--- src/rtl/checksum_arbiter.sv ---
// Round-robin arbiter sharing one combinational checksum unit among NUM_REQ flit
// requesters; each accepted flit is stamped or verified into a registered output slot.
package types;
  typedef struct packed {
    logic [7:0]  header;
    logic [31:0] payload;
    logic [7:0]  checksum;
  } flit_t;
endpackage

module calculate_checksum_comb (
  input  types::flit_t i_flit,
  output logic [7:0]   o_checksum,
  output logic         o_is_valid,
  output types::flit_t o_flit
);
  logic [7:0] w_sum;

  // One's complement of the modulo-256 byte sum over header and payload.
  assign w_sum = i_flit.header + i_flit.payload[31:24] + i_flit.payload[23:16]
               + i_flit.payload[15:8] + i_flit.payload[7:0];
  assign o_checksum = ~w_sum;
  assign o_is_valid = (i_flit.checksum == o_checksum);

  always_comb begin
    o_flit          = i_flit;
    o_flit.checksum = o_checksum;
  end
endmodule

module checksum_arbiter #(
  parameter int NUM_REQ = 4,
  parameter int CNT_W   = 16
) (
  input  logic                       clk,
  input  logic                       rst,
  input  logic [NUM_REQ-1:0]         req_valid,
  input  logic [NUM_REQ-1:0]         req_mode,
  input  types::flit_t [NUM_REQ-1:0] req_flit,
  output logic [NUM_REQ-1:0]         req_ready,
  output logic                       out_valid,
  output types::flit_t               out_flit,
  output logic [$clog2(NUM_REQ)-1:0] out_src,
  input  logic                       out_ready,
  output logic                       err_valid,
  output logic [$clog2(NUM_REQ)-1:0] err_src,
  output logic [CNT_W-1:0]           err_count,
  input  logic                       err_clr
);
  localparam int IDX_W = $clog2(NUM_REQ);

  logic [IDX_W-1:0] r_ptr;
  logic             r_out_valid;
  types::flit_t     r_out_flit;
  logic [IDX_W-1:0] r_out_src;
  logic             r_err_valid;
  logic [IDX_W-1:0] r_err_src;
  logic [CNT_W-1:0] r_err_count;

  logic [IDX_W-1:0] w_rot_idx [NUM_REQ];
  logic             w_found;
  logic [IDX_W-1:0] w_gidx;
  logic             w_can_accept;
  logic             w_accept;
  logic             w_mode;
  logic             w_drop;
  logic             w_load;
  logic [IDX_W-1:0] w_ptr_next;
  logic [7:0]       w_checksum;
  logic             w_is_valid;
  types::flit_t     w_stamped;

  // w_rot_idx[k] is the requester examined k-th in the search starting at r_ptr.
  for (genvar gi = 0; gi < NUM_REQ; gi++) begin : g_rot
    logic [IDX_W:0] w_sum;
    assign w_sum = {1'b0, r_ptr} + (IDX_W+1)'(gi);
    assign w_rot_idx[gi] = (w_sum >= (IDX_W+1)'(NUM_REQ))
                         ? IDX_W'(w_sum - (IDX_W+1)'(NUM_REQ))
                         : w_sum[IDX_W-1:0];
  end

  // Scan from the back so the candidate closest to r_ptr wins.
  always_comb begin
    w_found = 1'b0;
    w_gidx  = '0;
    for (int k = NUM_REQ - 1; k >= 0; k--) begin
      if (req_valid[w_rot_idx[k]]) begin
        w_found = 1'b1;
        w_gidx  = w_rot_idx[k];
      end
    end
  end

  assign w_can_accept = !r_out_valid || out_ready;
  assign w_accept     = w_found && w_can_accept && !rst;
  assign req_ready    = w_accept ? (NUM_REQ'(1) << w_gidx) : '0;

  calculate_checksum_comb u_cs (
    .i_flit     (req_flit[w_gidx]),
    .o_checksum (w_checksum),
    .o_is_valid (w_is_valid),
    .o_flit     (w_stamped)
  );

  assign w_mode     = req_mode[w_gidx];
  assign w_drop     = w_accept && w_mode && !w_is_valid;
  assign w_load     = w_accept && !w_drop;
  assign w_ptr_next = (w_gidx == IDX_W'(NUM_REQ - 1)) ? '0 : w_gidx + IDX_W'(1);

  always_ff @(posedge clk) begin
    if (rst) begin
      r_ptr       <= '0;
      r_out_valid <= 1'b0;
      r_out_flit  <= '0;
      r_out_src   <= '0;
      r_err_valid <= 1'b0;
      r_err_src   <= '0;
      r_err_count <= '0;
    end else begin
      if (w_load) begin
        r_out_valid <= 1'b1;
        r_out_flit  <= w_mode ? req_flit[w_gidx] : w_stamped;
        r_out_src   <= w_gidx;
      end else if (out_ready) begin
        r_out_valid <= 1'b0;
      end
      if (w_accept) r_ptr <= w_ptr_next;
      r_err_valid <= w_drop;
      if (w_drop) r_err_src <= w_gidx;
      // A clear coinciding with a drop leaves exactly that drop counted.
      if (err_clr)                          r_err_count <= w_drop ? CNT_W'(1) : '0;
      else if (w_drop && r_err_count != '1) r_err_count <= r_err_count + CNT_W'(1);
    end
  end

  assign out_valid = r_out_valid;
  assign out_flit  = r_out_flit;
  assign out_src   = r_out_src;
  assign err_valid = r_err_valid;
  assign err_src   = r_err_src;
  assign err_count = r_err_count;
endmodule

--- config.mk ---
export PLATFORM = sky130hd
export DESIGN_NAME = checksum_arbiter
export DESIGN_NICKNAME = d
export VERILOG_FILES = /design/src/rtl/checksum_arbiter.sv
export SDC_FILE = /design/constraint.sdc
export NUM_CORES = 1
export LEC_CHECK = 0
export ABC_AREA = 1
export CORE_MARGIN = 2
export CORE_UTILIZATION = 39
export DETAILED_ROUTE_END_ITERATION = 16
export PLACE_DENSITY = 0.91
export SYNTH_ARGS = -nofsm -noshare
export SYNTH_HDL_FRONTEND = slang
export SYNTH_SLANG_ARGS = --single-unit
--- constraint.sdc ---
create_clock -name clk -period 6.48 [get_ports clk]
set_input_delay 0.648 -clock clk [delete_from_list [all_inputs] [get_ports clk]]
set_output_delay 0.648 -clock clk [all_outputs]
set_load 0.01 [all_outputs]
==> results of run 1 <==
## path summary, 6_finish.rpt
path,from,endpoint,slack (ps),cells after the start
setup / recovery,r_ptr[0],out_src[0],370,39
hold / removal,out_flit[37],out_flit[37],470,2
hold reg to reg,out_flit[37],out_flit[37],470,2
setup reg to reg,r_ptr[0],out_src[0],370,39
## stage by stage
stage | setup TNS (ps) | instance area, sq um | hold WS [ps] | setup slack [ps]
3_3_place_gp | -4400 | 9290 | 452 | -157
5_1_grt | -383 | 10200 | 488 | -90.1
2_1_floorplan | 0 | 6060 | 488 | 83.8
4_1_cts | 0 | 9580 | 470 | 5.72
6_report | 0 | 10200 | 469 | 369
3_5_place_dp | -13380 | 9290 | 462 | -325
## routing by layer
| layer | GRT usage | part of all wire |
|---|---|---|
| met3 | 0.0624 | 0.089 |
| met1 | 0.332 | 0.38 |
| met5 | 0 | 0 |
| met2 | 0.467 | 0.49 |
| met4 | 0.0857 | 0.039 |
## cells in the final DEF (no fill, tap or decap), types with 5 or more instances in the layout
cell and count:
inv_1 90, nand3_1 60, nor3_1 7, clkbuf_16 20, clkdlybuf4s50_1 272, o211ai_1 5, nor2_1 135, o21ai_1 9
nand2_2 14, dfxtp_1 71, a21oi_1 57, fa_1 18, buf_12 7, o32ai_1 15, nand3b_1 7, a21oi_2 14
xor2_1 12, nand4_1 5, o21ai_0 45, buf_6 5, nand2_4 5, o32a_1 11, nand2_1 253, buf_4 61
ha_1 11, nand3_2 6, a32o_1 6, inv_2 6
## worst reg2reg max path, delay by kind of cell (launching register included)
kind | cells | cell delay, ps
fa+ha+maj | 5 | 2070
simple gates | 20 | 1720
buf+inv | 9 | 890
compound gates | 5 | 870
flops | 1 | 450
## flip-flops by register name, indices dropped and copies added, names as in the netlist
| register | cells |
|---|---|
| err_valid | 1 |
| err_count | 16 |
| out_src | 2 |
| r_ptr | 2 |
| out_flit | 48 |
| err_src | 2 |
| out_valid | 1 |
## synthesized netlist by cell type, types with 2 or more instances
master    number
nor2_1       136
a32o_1         9
nand4_1        5
o21ai_1        9
nand3_2        3
buf_6          9
nor4_1         3
inv_1         95
buf_2         15
nand2_1      265
nand2_4        4
xnor2_1        3
o21ai_0       47
xor2_1        12
nand3_1       65
nand3b_1       7
inv_2          4
o32ai_1       15
buf_1          6
a21oi_1       61
a21oi_2       10
nor3_1         7
clkbuf_1      25
dfxtp_1       72
o32a_1        11
o211ai_1       5
or2_0          2
o211ai_2       4
ha_1          13
o21ai_2        2
fa_1          20
nand2_2        4
## cell type report
type,instances,area (sq um),share of cell area
Timing Repair inverter,1,6.26,0.000612
Clock inverter,3,43.8,0.00429
Tap cell,188,235,0.0230
Sequential cell,72,1450,0.141
Clock buffer,11,243,0.0238
Multi-Input combinational cell,727,4070,0.398
Timing Repair Buffer,364,3760,0.368
Inverter,101,415,0.0406
## repair_timing
item                                    4_1_cts  5_1_grt
hold buffers                                  0        0
endpoints found under the setup margin        0       70
setup buffers                                 0       12
gates resized for setup                       0       75
## kinds of logic (layout without fill, tap and decap cells)
family,Yosys count,after routing,synth area share
and+or+nand+nor,503,503,0.345
adders and majority gates,33,33,0.0929
DFF,72,72,0.238
buffers and inverters,158,480,0.115
AOI/OAI and AO/OA,176,176,0.187
xor gates and xnor gates,15,15,0.0217
==> flow_summary.ini, run 1 <==
[die]
die_y_um = 129
ios = 278
die-area_sq_um = 16600
start_util = 0.399
die_w_um = 129
rows = 45
core_sq_um = 15200

[route]
detail_route.drc_violations = 0
firstDrtPassIters = 5
via_count = 7905
ant_nets = 0
vias_per_cell = 5.39
drt_wl_total_um = 25100
drt_iter0_markers = 667
routedWlPerCell_um = 17.1

[timing]
worstMarginPinSlew_ps = 835
post-route-period-util = 0.943
slew_violations = 0
period_needed_ps = 6110
clock.fmax_ghz = 0.164
setup_viol_count_final = 0
relSlewSlack = 0.444
final-hold-violation-count = 0
skew_ps = 5.76

[global_routing]
grt_pass1_vias = 6957
grt_max_degree = 39
grt.total_usage = 0.270
grt_pass1_wl_um = 34900
antenna_found_initial = 0
overflow = 0

[synthesis]
synth_edf_count = 0
yosysTopAreaCell = dfxtp_1
synth-seq-cells = 72
synth_top_flop_cell = dfxtp_1
synthDistinctLibCells = 41
syn_area_per_cell_sq_um = 6.33
yosys_warnings = 0
async_reset_ff_frac = 0
syn_inst = 957
synth_top_area_frac = 0.238
synth_area_leaders = dfxtp_1, nand2_1, nor2_1
syn_area_sq_um = 6060
synth_fp_nets = 1194
ys_seq_area_frac = 0.238

[critical_path]
crit_arrival_ps = 6340
crit_fanout = 15
end_kind = flop
worst-path-buf-inv = 9
crit_family = adder cells
cp_common_cell = nand2_1
slowest_delay_ps = 550
worstSetupPathType = flop to flop
cp.required_ps = 6710
cp-start-kind = flop
cpMaxStageDelayCell = fa_1

[status]
status = finished clean

[placement]
hpwl_um = 18300
place_inst = 1429
io_buffers = 277
gp_congestion = 0.896

[layout]
layout.nets = 1513
antenna_cells = 0
final_core_util = 0.672
n_fill_cell = 1243
drive_above_1_share = 0.134
area_growth_pct = 68.7
fin_cells = 1467

[hold_path]
hold_path.class = flop to flop

[cts]
cts_tree = built
htree_levels = 3
clk_pin_slew_worst_paths_ps = 60
cts_buffers = 9
clkLatencyLatePin_ps = 350
clockBufferDepth = 2
ctsRootBufferMaster = clkbuf_16
clock-sinks = 72

[run]
maxCapViolCount = 0
Power of run 1 is left out: the tool's default activity adds up to more than one toggle a clock period on the data nets, which glitch-free logic cannot reach.
==> run 2, diff against run 1 <==
- CELL_PAD_IN_SITES_DETAIL_PLACEMENT: not set -> 1
- CELL_PAD_IN_SITES_GLOBAL_PLACEMENT: not set -> 1
- CORE_UTILIZATION: 39 -> 25
- PLACE_DENSITY: 0.91 -> 0.89
==> run 2 against run 1 <==
Cell count is 8.8% higher; hold slack worse by 5.3 ps; cell area is 1.1% higher.
==> flow_summary.ini, run 2 (same netlist as run 1, synthesis figures left out) <==
[route]
vias_per_cell = 4.88
routedWlPerCell_um = 18.3
via_count = 7788
detail_route.drc_violations = 0
drt_iter0_markers = 317
firstDrtPassIters = 5
drt_wl_total_um = 29200
ant_nets = 0

[timing]
setup-tns-final_ps = 0
clock.fmax_ghz = 0.160
relSlewSlack = 0.405
setup_viol_count_final = 0
worstMarginPinSlew_ps = 893
slew_violations = 0
final-hold-violation-count = 0
fin_hold_ws_ps = 463
post-route-period-util = 0.967
period_needed_ps = 6270
skew_ps = 6.45

[critical_path]
r2r_end = out_flit[40]
cpMaxStageDelayCell = fa_1
cp-startpoint = r_ptr[0]
end_kind = flop
cp.required_ps = 6740
r2r-start = r_ptr[0]
slowest_delay_ps = 550
reg2reg_depth = 33
reg2reg_slack_ps = 210
worstSetupPathType = flop to flop
cp-start-kind = flop
crit_fanout = 11
crit_arrival_ps = 6530

[global_routing]
grt_pass1_wl_um = 42400
antenna_found_initial = 3
overflow = 0
grt.total_usage = 0.211
grt_pass1_vias = 8016
grt_max_degree = 57

[layout]
n_fill_cell = 2971
final_cell_mix = clkdlybuf4s50_1, nand2_1, nor2_1, inv_1, dfxtp_1
drive_above_1_share = 0.138
final_common_cell = clkdlybuf4s50_1
layout.nets = 1510
area_growth_pct = 70.5
final_area_sq_um = 10300
seqCellArea_sq_um = 1440
largest_reg_flops = 48
multi_input_area_sq_um = 4120
antenna_cells = 0

[placement]
place_area_sq_um = 9490
gp_congestion = 0.868
io_buffers = 277
hpwl_um = 22500

[die]
core_sq_um = 23600
die_w_um = 160
ios = 278
die-area_sq_um = 25500
die_y_um = 160
rows = 56
start_util = 0.257

[cts]
clockBufferDepth = 2
cts_tree = built
clkLatencyLatePin_ps = 330
htree_levels = 3
clock-sinks = 72
clk_pin_slew_worst_paths_ps = 60
ctsRootBufferMaster = clkbuf_16
cts_buffers = 9

[hold_path]
hold_path_startpoint = out_flit[35]
hold_path.class = flop to flop
hold_depth = 2
whs_endpoint = out_flit[35]

[run]
maxCapViolCount = 0

[status]
status = finished clean
## run 2: cell count changes in the layout (fill, tap and decap cells not counted), moves of 2 or more
cell | previous run | this run
nand3_1 | 60 | 58
inv_2 | 6 | 8
inv_1 | 90 | 88
nand2_2 | 14 | 12
a21oi_1 | 57 | 53
nand3_4 | 2 | 4
buf_4 | 61 | 63
a21oi_2 | 14 | 18
clkbuf_16 | 20 | 15
buf_12 | 7 | 10
## run 2: what timing repair did
item,in CTS,in global routing
endpoints found under the setup margin,12,70
resized for setup,3,79
buffers inserted,0,13
pin swaps,0,37
cloned,0,7
endpoints found under the hold margin,0,0
hold buffers,0,0
## run 2: worst max-delay path by stage
stage | cells after the start | slack (ps) | endpoint
after global placement | 35 | -220 | out_src[0]
final | 33 | 210 | out_flit[40]
after floorplan | 40 | 80 | out_flit[14]
after global routing | 36 | -50 | err_count[13]
after detailed placement | 36 | -400 | out_src[0]
after CTS | 35 | 10 | err_count[13]
## run 2: per-layer routing
| metal | track usage | vias up | wire (um) |
|---|---|---|---|
| met5 | 0 | - | 27 |
| met4 | 0.0500 | 4 | 493 |
| met3 | 0.0483 | 37 | 1630 |
| met2 | 0.392 | 229 | 14900 |
| met1 | 0.243 | 3782 | 12100 |
| li1 | - | 3736 | - |
## run 2: layout make-up
class,instances,share of cell area
Multi-Input combinational cell,727,0.399
Timing Repair Buffer,361,0.354
Sequential cell,72,0.140
Inverter,101,0.0397
Tap cell,319,0.0386
Clock buffer,12,0.0239
Clock inverter,3,0.00412
Timing Repair inverter,1,0.000848
## run 2: metrics by stage
stage | utilization | std cells | setup WS, ps
finish | 0.438 | 1596 | 212
global route | 0.438 | 1596 | -49.8
CTS | 0.414 | 1576 | 9.58
detailed placement | 0.402 | 1561 | -402
global placement | 0.402 | 1561 | -215
floorplan | - | 957 | 83.8
## run 2: worst max-delay path: cells and delay by family, from the launching register on
family,cells,cell delay [ps]
flops,1,500
fa+ha+maj,5,2150
compound gates,3,670
buf+inv,9,1040
simple gates,15,1470
xor+xnor,1,310
Power of run 2 is left out for the same reason.
==> run 3, diff against run 2 <==
- CORE_MARGIN: 2 -> 3
- SKIP_CTS_REPAIR_TIMING: not set -> 1
==> run 3 against run 2 <==
Sequential cell count unchanged; critical path type unchanged; cell count grew 0.31%; clock-buffer cell count decreased by 3; cell area up 0.87%; fmax up 0.45%; first-iteration DRC count increased by 30%; critical path depth is 2 higher; hold slack gained 6.3 ps; core utilization up 0.38 points; register-to-register slack better by 30 ps; sequential share of layout area shrank 0.096 points; routed wire length up 3.6%.
==> flow_summary.ini, run 3 (same netlist as run 1, synthesis figures left out) <==
[placement]
hpwl_um = 22500
place_inst = 1561
gp_congestion = 0.905
io_buffers = 277
pre_cts_ws_ps = -371

[route]
via_count = 7841
drt_iter0_markers = 413
ant_nets = 0
detail_route.drc_violations = 0
drt_wl_total_um = 30300
vias_per_cell = 4.90
firstDrtPassIters = 5
routedWlPerCell_um = 18.9

[die]
die_w_um = 162
ios = 278
die_y_um = 162
core_sq_um = 23600
die-area_sq_um = 26100
rows = 56
start_util = 0.257

[layout]
final_common_cell = clkdlybuf4s50_1
antenna_cells = 0
final_core_util = 0.441
area_growth_pct = 72.0
layout.nets = 1514
multi_input_area_sq_um = 4150
largest_reg_flops = 48
n_fill_cell = 2971
seqCellArea_sq_um = 1450
final_cell_mix = clkdlybuf4s50_1, nand2_1, nor2_1, inv_1, dfxtp_1
fin_cells = 1601
drive_above_1_share = 0.148

[timing]
setup_ws_ps = 240
final-hold-violation-count = 0
worstMarginPinSlew_ps = 869
slew_violations = 0
post-route-period-util = 0.963
period_needed_ps = 6240
clock.fmax_ghz = 0.160
skew_ps = 9.52
setup_viol_count_final = 0
relSlewSlack = 0.421

[global_routing]
grt.total_usage = 0.206
grt_max_degree = 41
grt_pass1_vias = 7955
antenna_found_initial = 0
grt_pass1_wl_um = 42400
overflow = 0

[critical_path]
slowest_delay_ps = 620
crit_fanout = 15
crit_family = adder cells
end_kind = flop
cp_common_cell = nand2_1
crit_arrival_ps = 6520
cp.required_ps = 6760
cp-start-kind = flop
cpMaxStageDelayCell = fa_1
worstSetupPathType = flop to flop
worst-path-buf-inv = 8

[hold_path]
hold_path.class = flop to flop

[cts]
clockBufferDepth = 2
htree_levels = 3
clk_pin_slew_worst_paths_ps = 70
cts_tree = built
ctsRootBufferMaster = clkbuf_16
cts_buffers = 9
clkLatencyLatePin_ps = 340
clock-sinks = 72

[run]
maxCapViolCount = 0

[status]
status = finished clean
[run 3: changes by cell type in the layout (fill, tap and decap cells not counted), moves of 2 or more]
cell      change
buf_6         +6
a21oi_1       -2
nand2_2       +2
nor2_2        +6
nor2_1        -6
clkbuf_1      -2
[run 3: tightest hold or removal path: stages (launching register included)]
cell	delay (ps)
dfxtp_1	310
nand2_1	60
a21oi_1	50
[run 3: area by class of cell]
cell class	count	share of cell area
inverter	101	0.0389
timing repair buffer	366	0.356
multi-input combinational	727	0.398
sequential	72	0.139
clock buffer	9	0.0216
tap	319	0.0383
clock inverter	7	0.00912
[run 3: path summary, 6_finish.rpt]
path / startpoint / end / slack (ps) / cells past startpoint
max: r_ptr[0] / out_flit[6] / 240 / 35
min: out_flit[40] / out_flit[40] / 470 / 2
max reg2reg: r_ptr[0] / out_flit[6] / 240 / 35
min reg2reg: out_flit[40] / out_flit[40] / 470 / 2
[run 3: stage by stage]
stage	area (sq um)	TNS [ps]	hold slack (ps)
floorplan	6060	0	488
global placement	9460	-5350	452
detailed placement	9460	-21030	460
CTS	9780	-420	470
global route	10400	-2780	495
finish	10400	0	470
[run 3: routing by layer]
layer  track usage  share of wire
met1         0.251           0.42
met2         0.372           0.50
met3        0.0416          0.063
met4        0.0492          0.022
met5             0              0
Power of run 3 is left out for the same reason.
